`config.mk`:
```
export PLATFORM = sky130hd
export DESIGN_NAME = seq_divider_flat
export DESIGN_NICKNAME = d
export VERILOG_FILES = /design/src/rtl/seq_divider_if.sv /design/src/rtl/seq_divider.sv /design/src/flat_wrapper.sv
export SDC_FILE = /design/constraint.sdc
export NUM_CORES = 1
export LEC_CHECK = 0
export CAP_MARGIN = 30
export CORE_ASPECT_RATIO = 0.7
export CORE_MARGIN = 2
export CORE_UTILIZATION = 55
export CTS_BUF_LIST = sky130_fd_sc_hd__clkbuf_8
export DETAILED_ROUTE_END_ITERATION = 10
export PLACE_DENSITY = 0.82
export SYNTH_ARGS = -nofsm -noshare
export SYNTH_HDL_FRONTEND = slang
export SYNTH_SLANG_ARGS = --single-unit
```
`constraint.sdc`:
```
create_clock -name clk -period 4.8 [get_ports clk]
set_input_delay 0.96 -clock clk [delete_from_list [all_inputs] [get_ports clk]]
set_output_delay 0.96 -clock clk [all_outputs]
set_load 0.03 [all_outputs]
```
`src/rtl/seq_divider_if.sv`:
```
// Operand/result bundle between a controlling FSM (master) and seq_divider (slave).
interface seq_divider_if #(
  parameter int unsigned DW = 16,
  parameter int unsigned VW = 8
);
  logic          start;
  logic [DW-1:0] dividend;
  logic [VW-1:0] divisor;
  logic          busy;
  logic          done;
  logic [DW-1:0] quotient;
  logic [VW-1:0] remainder;
  logic          dz;

  modport master (
    output start, dividend, divisor,
    input  busy, done, quotient, remainder, dz
  );

  modport slave (
    input  start, dividend, divisor,
    output busy, done, quotient, remainder, dz
  );
endinterface

```
`src/rtl/seq_divider.sv`:
```
// Radix-2 restoring divider: one quotient bit per clock, DW steps per operation,
// single-cycle divide-by-zero path with saturated quotient and dz flag.
module seq_divider #(
  parameter int unsigned DW = 16,
  parameter int unsigned VW = 8,
  parameter int unsigned CW = 5
) (
  input logic          clk,
  input logic          rst_n,
  seq_divider_if.slave bus
);

  typedef enum logic [1:0] {
    S_IDLE = 2'd0,
    S_DIV  = 2'd1,
    S_DONE = 2'd2
  } state_t;

  state_t        state;
  logic [CW-1:0] cnt;
  logic [VW-1:0] rem_r;
  logic [DW-1:0] q_r;
  logic [VW-1:0] dvs_r;
  logic [DW-1:0] quotient_r;
  logic [VW-1:0] remainder_r;
  logic          dz_r;

  logic [VW:0]   shifted_c;
  logic          ge_c;
  logic [VW-1:0] rem_next_c;
  logic [DW-1:0] q_next_c;

  // One restoring step. The partial remainder stays below the divisor, so after a
  // successful subtract the difference fits in VW bits and the modulo result is exact.
  always_comb begin
    shifted_c  = {rem_r, q_r[DW-1]};
    ge_c       = (shifted_c >= {1'b0, dvs_r});
    rem_next_c = ge_c ? (shifted_c[VW-1:0] - dvs_r) : shifted_c[VW-1:0];
    q_next_c   = {q_r[DW-2:0], ge_c};
  end

  always_ff @(posedge clk or negedge rst_n) begin
    if (!rst_n) begin
      state       <= S_IDLE;
      cnt         <= '0;
      rem_r       <= '0;
      q_r         <= '0;
      dvs_r       <= '0;
      quotient_r  <= '0;
      remainder_r <= '0;
      dz_r        <= 1'b0;
    end else begin
      unique case (state)
        S_IDLE: begin
          if (bus.start) begin
            dvs_r <= bus.divisor;
            q_r   <= bus.dividend;
            rem_r <= '0;
            if (bus.divisor == '0) begin
              state       <= S_DONE;
              cnt         <= '0;
              quotient_r  <= '1;
              remainder_r <= '0;
              dz_r        <= 1'b1;
            end else begin
              state <= S_DIV;
              cnt   <= CW'(DW);
            end
          end
        end
        S_DIV: begin
          rem_r <= rem_next_c;
          q_r   <= q_next_c;
          cnt   <= cnt - CW'(1);
          // Results are published only on the final step, so they hold through the next op.
          if (cnt == CW'(1)) begin
            state       <= S_DONE;
            quotient_r  <= q_next_c;
            remainder_r <= rem_next_c;
            dz_r        <= 1'b0;
          end
        end
        S_DONE:  state <= S_IDLE;
        default: state <= S_IDLE;
      endcase
    end
  end

  assign bus.busy      = (state != S_IDLE);
  assign bus.done      = (state == S_DONE);
  assign bus.quotient  = quotient_r;
  assign bus.remainder = remainder_r;
  assign bus.dz        = dz_r;

endmodule

```
`src/flat_wrapper.sv`:
```
// flat-port wrapper written by rule: the top's interface ports become plain ports
module seq_divider_flat 
#(
  parameter int unsigned DW = 16,
  parameter int unsigned VW = 8,
  parameter int unsigned CW = 5
)
  (clk, rst_n, bus_start, bus_dividend, bus_divisor, bus_busy, bus_done, bus_quotient, bus_remainder, bus_dz);
  seq_divider_if #(.DW(DW), .VW(VW)) bus_i ();
  input logic clk;
  input logic rst_n;
  input wire logic [$bits(bus_i.start)-1:0] bus_start;
  input wire logic [$bits(bus_i.dividend)-1:0] bus_dividend;
  input wire logic [$bits(bus_i.divisor)-1:0] bus_divisor;
  output wire logic [$bits(bus_i.busy)-1:0] bus_busy;
  output wire logic [$bits(bus_i.done)-1:0] bus_done;
  output wire logic [$bits(bus_i.quotient)-1:0] bus_quotient;
  output wire logic [$bits(bus_i.remainder)-1:0] bus_remainder;
  output wire logic [$bits(bus_i.dz)-1:0] bus_dz;
  assign bus_i.start = bus_start;
  assign bus_i.dividend = bus_dividend;
  assign bus_i.divisor = bus_divisor;
  assign bus_busy = bus_i.busy;
  assign bus_done = bus_i.done;
  assign bus_quotient = bus_i.quotient;
  assign bus_remainder = bus_i.remainder;
  assign bus_dz = bus_i.dz;
  seq_divider #(.DW(DW), .VW(VW), .CW(CW)) u_core (.clk(clk), .rst_n(rst_n), .bus(bus_i));
endmodule
```
==> key figures <==
Run status
  • Status: finished clean

Critical path
  • R2r setup slk: 2.19 ns
  • Startpoint Class: flip-flop
  • Setup crit start: u_core.state[0]
  • Worst r2r src: u_core.state[0]
  • Setup CP Type: flip-flop to primary output
  • Critical R2R Capture: u_core.bus.remainder[4]
  • Worst Path Required: 3.84 ns
  • WP data arrival: 2.10 ns
  • Worst-path fanout max: 30
  • Cells on worst reg2reg path: 4
  • Crit path capture: bus_busy
  • Crit path capture type: primary output

Global route
  • Total GRT Usage: 0.2509
  • GR Util met3: 0.05444
  • Largest net degree at the start of global routing: 38
  • M1 GR Usage: 0.3810
  • GR peak layer: met1
  • Remaining Overflow, GRT: 0
  • Initial antenna violation count: 0
  • Vias in the first global route: 2690
  • Met2 usage: 0.3602
  • First-pass GRT wire length: 13500 um

Clock tree
  • CTS tree: yes
  • Num CTS Buffers: 9
  • CTS max path bufs: 2
  • CTS Sinks: 64
  • Clk root buf: clkbuf_8
  • H-tree depth: 3
  • Setup bufs post-CTS: 0
  • Cts repair resizes: 0
  • Worst skew pair latency: 0.34 ns
  • Hold_buf cts: 0
  • Reg clk slew, reported paths: 0.07 ns

Drt
  • Post-route antenna net violation count: 0
  • Routed via count: 2744
  • DRT iter0 DRCs: 228
  • DRT Wirelength: 7797 um
  • Via density: 5.765
  • First-pass DRT Iterations: 5
  • Routed WL per cell: 16.38 um
  • DRC: 0

Yosys
  • Post-synthesis simple-gate area fraction: 0.1737
  • Main combinational cell family by area after synthesis: compound AO/OA/AOI/OAI gates
  • Mapped Area: 0.003357 mm^2
  • Post-synthesis sequential area ratio: 0.4771
  • Post-synthesis xor/xnor area fraction: 0.005218
  • Net count after synthesis: 386
  • FF+latch count, synth: 64
  • Synth Area in Compound Gates: 0.2065
  • Top cell type by total area after synthesis: dfrtp_1
  • Number of flops mapped to enable cells by yosys: 0
  • Synth top area cells: dfrtp_1 (48%), o21ai_0 (4.9%), nor2_1 (4.1%)
  • YS warnings: 0
  • Adder-cell share of the synthesized area: 0.04324
  • Average size of a mapped cell: 9.646 um^2
  • Top-area cell type share of the netlist area: 0.4771
  • Async S/R FF share, synth: 1.000
  • Ys flop type: dfrtp_1
  • Library cells used by synthesis: 57
  • Synthesized instance count: 348
  • Post-synthesis mux area share: 0.04025

Layout
  • Antenna diode count: 0
  • Finished Core Util: 0.7002
  • Most frequent cells in the layout: dfrtp_1 (64), clkdlybuf4s50_1 (52), nor2_1 (37)
  • Final nets: 434
  • Share of layout cells above drive strength 1: 0.1147
  • P&R area growth vs syn: 21.24%
  • Most common cell after layout, fill and taps aside: dfrtp_1

Floorplan
  • I/O pin cnt: 54
  • Die Span Y: 69.37 um
  • Placeable Area: 0.005813 mm^2
  • Die Width: 97.38 um
  • Die Area: 0.006754 mm^2
  • # rows: 23
  • Initial core utilization: 0.5775

STA
  • Final setup vio count: 0
  • RSZ-0062 raised after global routing: false
  • Fmax achieved: 326.7 MHz
  • Clock Skews: 0.01156 ns
  • Period utilisation layout: 0.6377
  • Least-Margin Pin Slew: 0.8033 ns
  • Hold_ws: 0.4946 ns
  • Tmin final: 3.061 ns
  • Slew HR: 0.4645
  • Fin Setup TNS: 0 ns
  • Endpoints failing hold: 0
  • Max-slew violations: 0

Worst hold path
  • Hold WC Path Type: flip-flop to flip-flop
  • Worst hold path depth: 1

Placed design
  • Post-DP HPWL: 5614 um
  • Port buffer count: 53
  • Placer Congestion: 0.8944

Run
  • Max_cap viols: 0

Pwr
  • PD cells: 783.1 mW/mm^2
  • LEAKAGE: 0.001782 uW
  • Peak VDD IR: 0.0004169 V
==> where the power goes <==
group / switching (uW) / internal, uW
Combinational: 1060 / 731
Sequential: 203 / 780
Clock: 211 / 197
Total: 1480 / 1710
==> critical path, cell delays in order (launching register included) <==
cell and delay, ns:
dfrtp_1 0.86, or2_2 0.23, clkdlybuf4s50_1 0.66
==> sequential cells by signal (all words and copies together) (netlist names) <==
register / flops
u_core.bus.quotient: 16
u_core.dvs_r: 8
u_core.bus.remainder: 8
u_core.bus.dz: 1
u_core.state: 2
u_core.q_r: 16
u_core.cnt: 5
u_core.rem_r: 8
==> layout make-up <==
class | count | area, um^2
fill | 458 | 1743
clock inverter | 6 | 36.28
clock buffer | 10 | 137.6
multi-input combinational | 248 | 1578
timing repair buffer | 57 | 555.5
inverter | 16 | 67.56
sequential | 64 | 1602
tap | 75 | 93.84
==> through the flow <==
stage / cells / area, um^2 / power [uW] / setup slack (ns)
finish: 476 / 4070 / 3187 / 1.739
CTS: 476 / 4070 / 3187 / 1.724
detailed placement: 460 / 3896 / 2759 / 1.503
floorplan: 348 / 3357 / 2269 / 2.458
global placement: 460 / 3896 / 2697 / 1.594
global route: 476 / 4070 / 3430 / 1.582
==> worst min-delay path by stage <==
stage                            startpoint                 endpoint  slack, ns
finish              u_core.bus.remainder[2]  u_core.bus.remainder[2]       0.49
detailed placement  u_core.bus.remainder[1]  u_core.bus.remainder[1]       0.48
global route                  u_core.bus.dz            u_core.bus.dz       0.52
global placement    u_core.bus.remainder[2]  u_core.bus.remainder[2]       0.48
floorplan                    u_core.q_r[12]           u_core.q_r[12]       0.47
CTS                           u_core.bus.dz            u_core.bus.dz       0.50
==> cells by family after synthesis <==
group	count (synthesis)
and+or+nand+nor	116
AOI/OAI and AO/OA	106
xor gates and xnor gates	2
muxes	13
buffers and inverters	36
adders and majority gates	11
DFF	64
==> cells in the mapped netlist, types with 2 or more instances <==
library cell   n
a211oi_1       4
a21o_1         3
a21oi_1       23
a21oi_2       13
a22o_1         2
a22oi_1        2
and3b_1       10
buf_6          2
buf_8          2
clkbuf_1      14
dfrtp_1       64
ha_1          10
inv_1         15
mux2_2         4
mux2i_1        9
nand2_1       35
nand2b_1       2
nand3_1        2
nand3b_1       2
nor2_1        37
nor2_2         2
nor2b_1        9
nor3_1         2
nor3b_1        2
nor4_1         2
o2111ai_1      2
o21ai_0       33
o22ai_1        3
o2bb2ai_1      4
o31ai_1        2
or2_2          3
or3_1          2
or4_1          2
xnor2_1        2
==> metal layers <==
metal / share of wire / vias up
li1: - / 1319
met1: 0.48 / 1333
met2: 0.45 / 83
met3: 0.063 / 9
met4: 0.012 / 0
met5: 0 / -
Power figures use the tool's default switching activity.
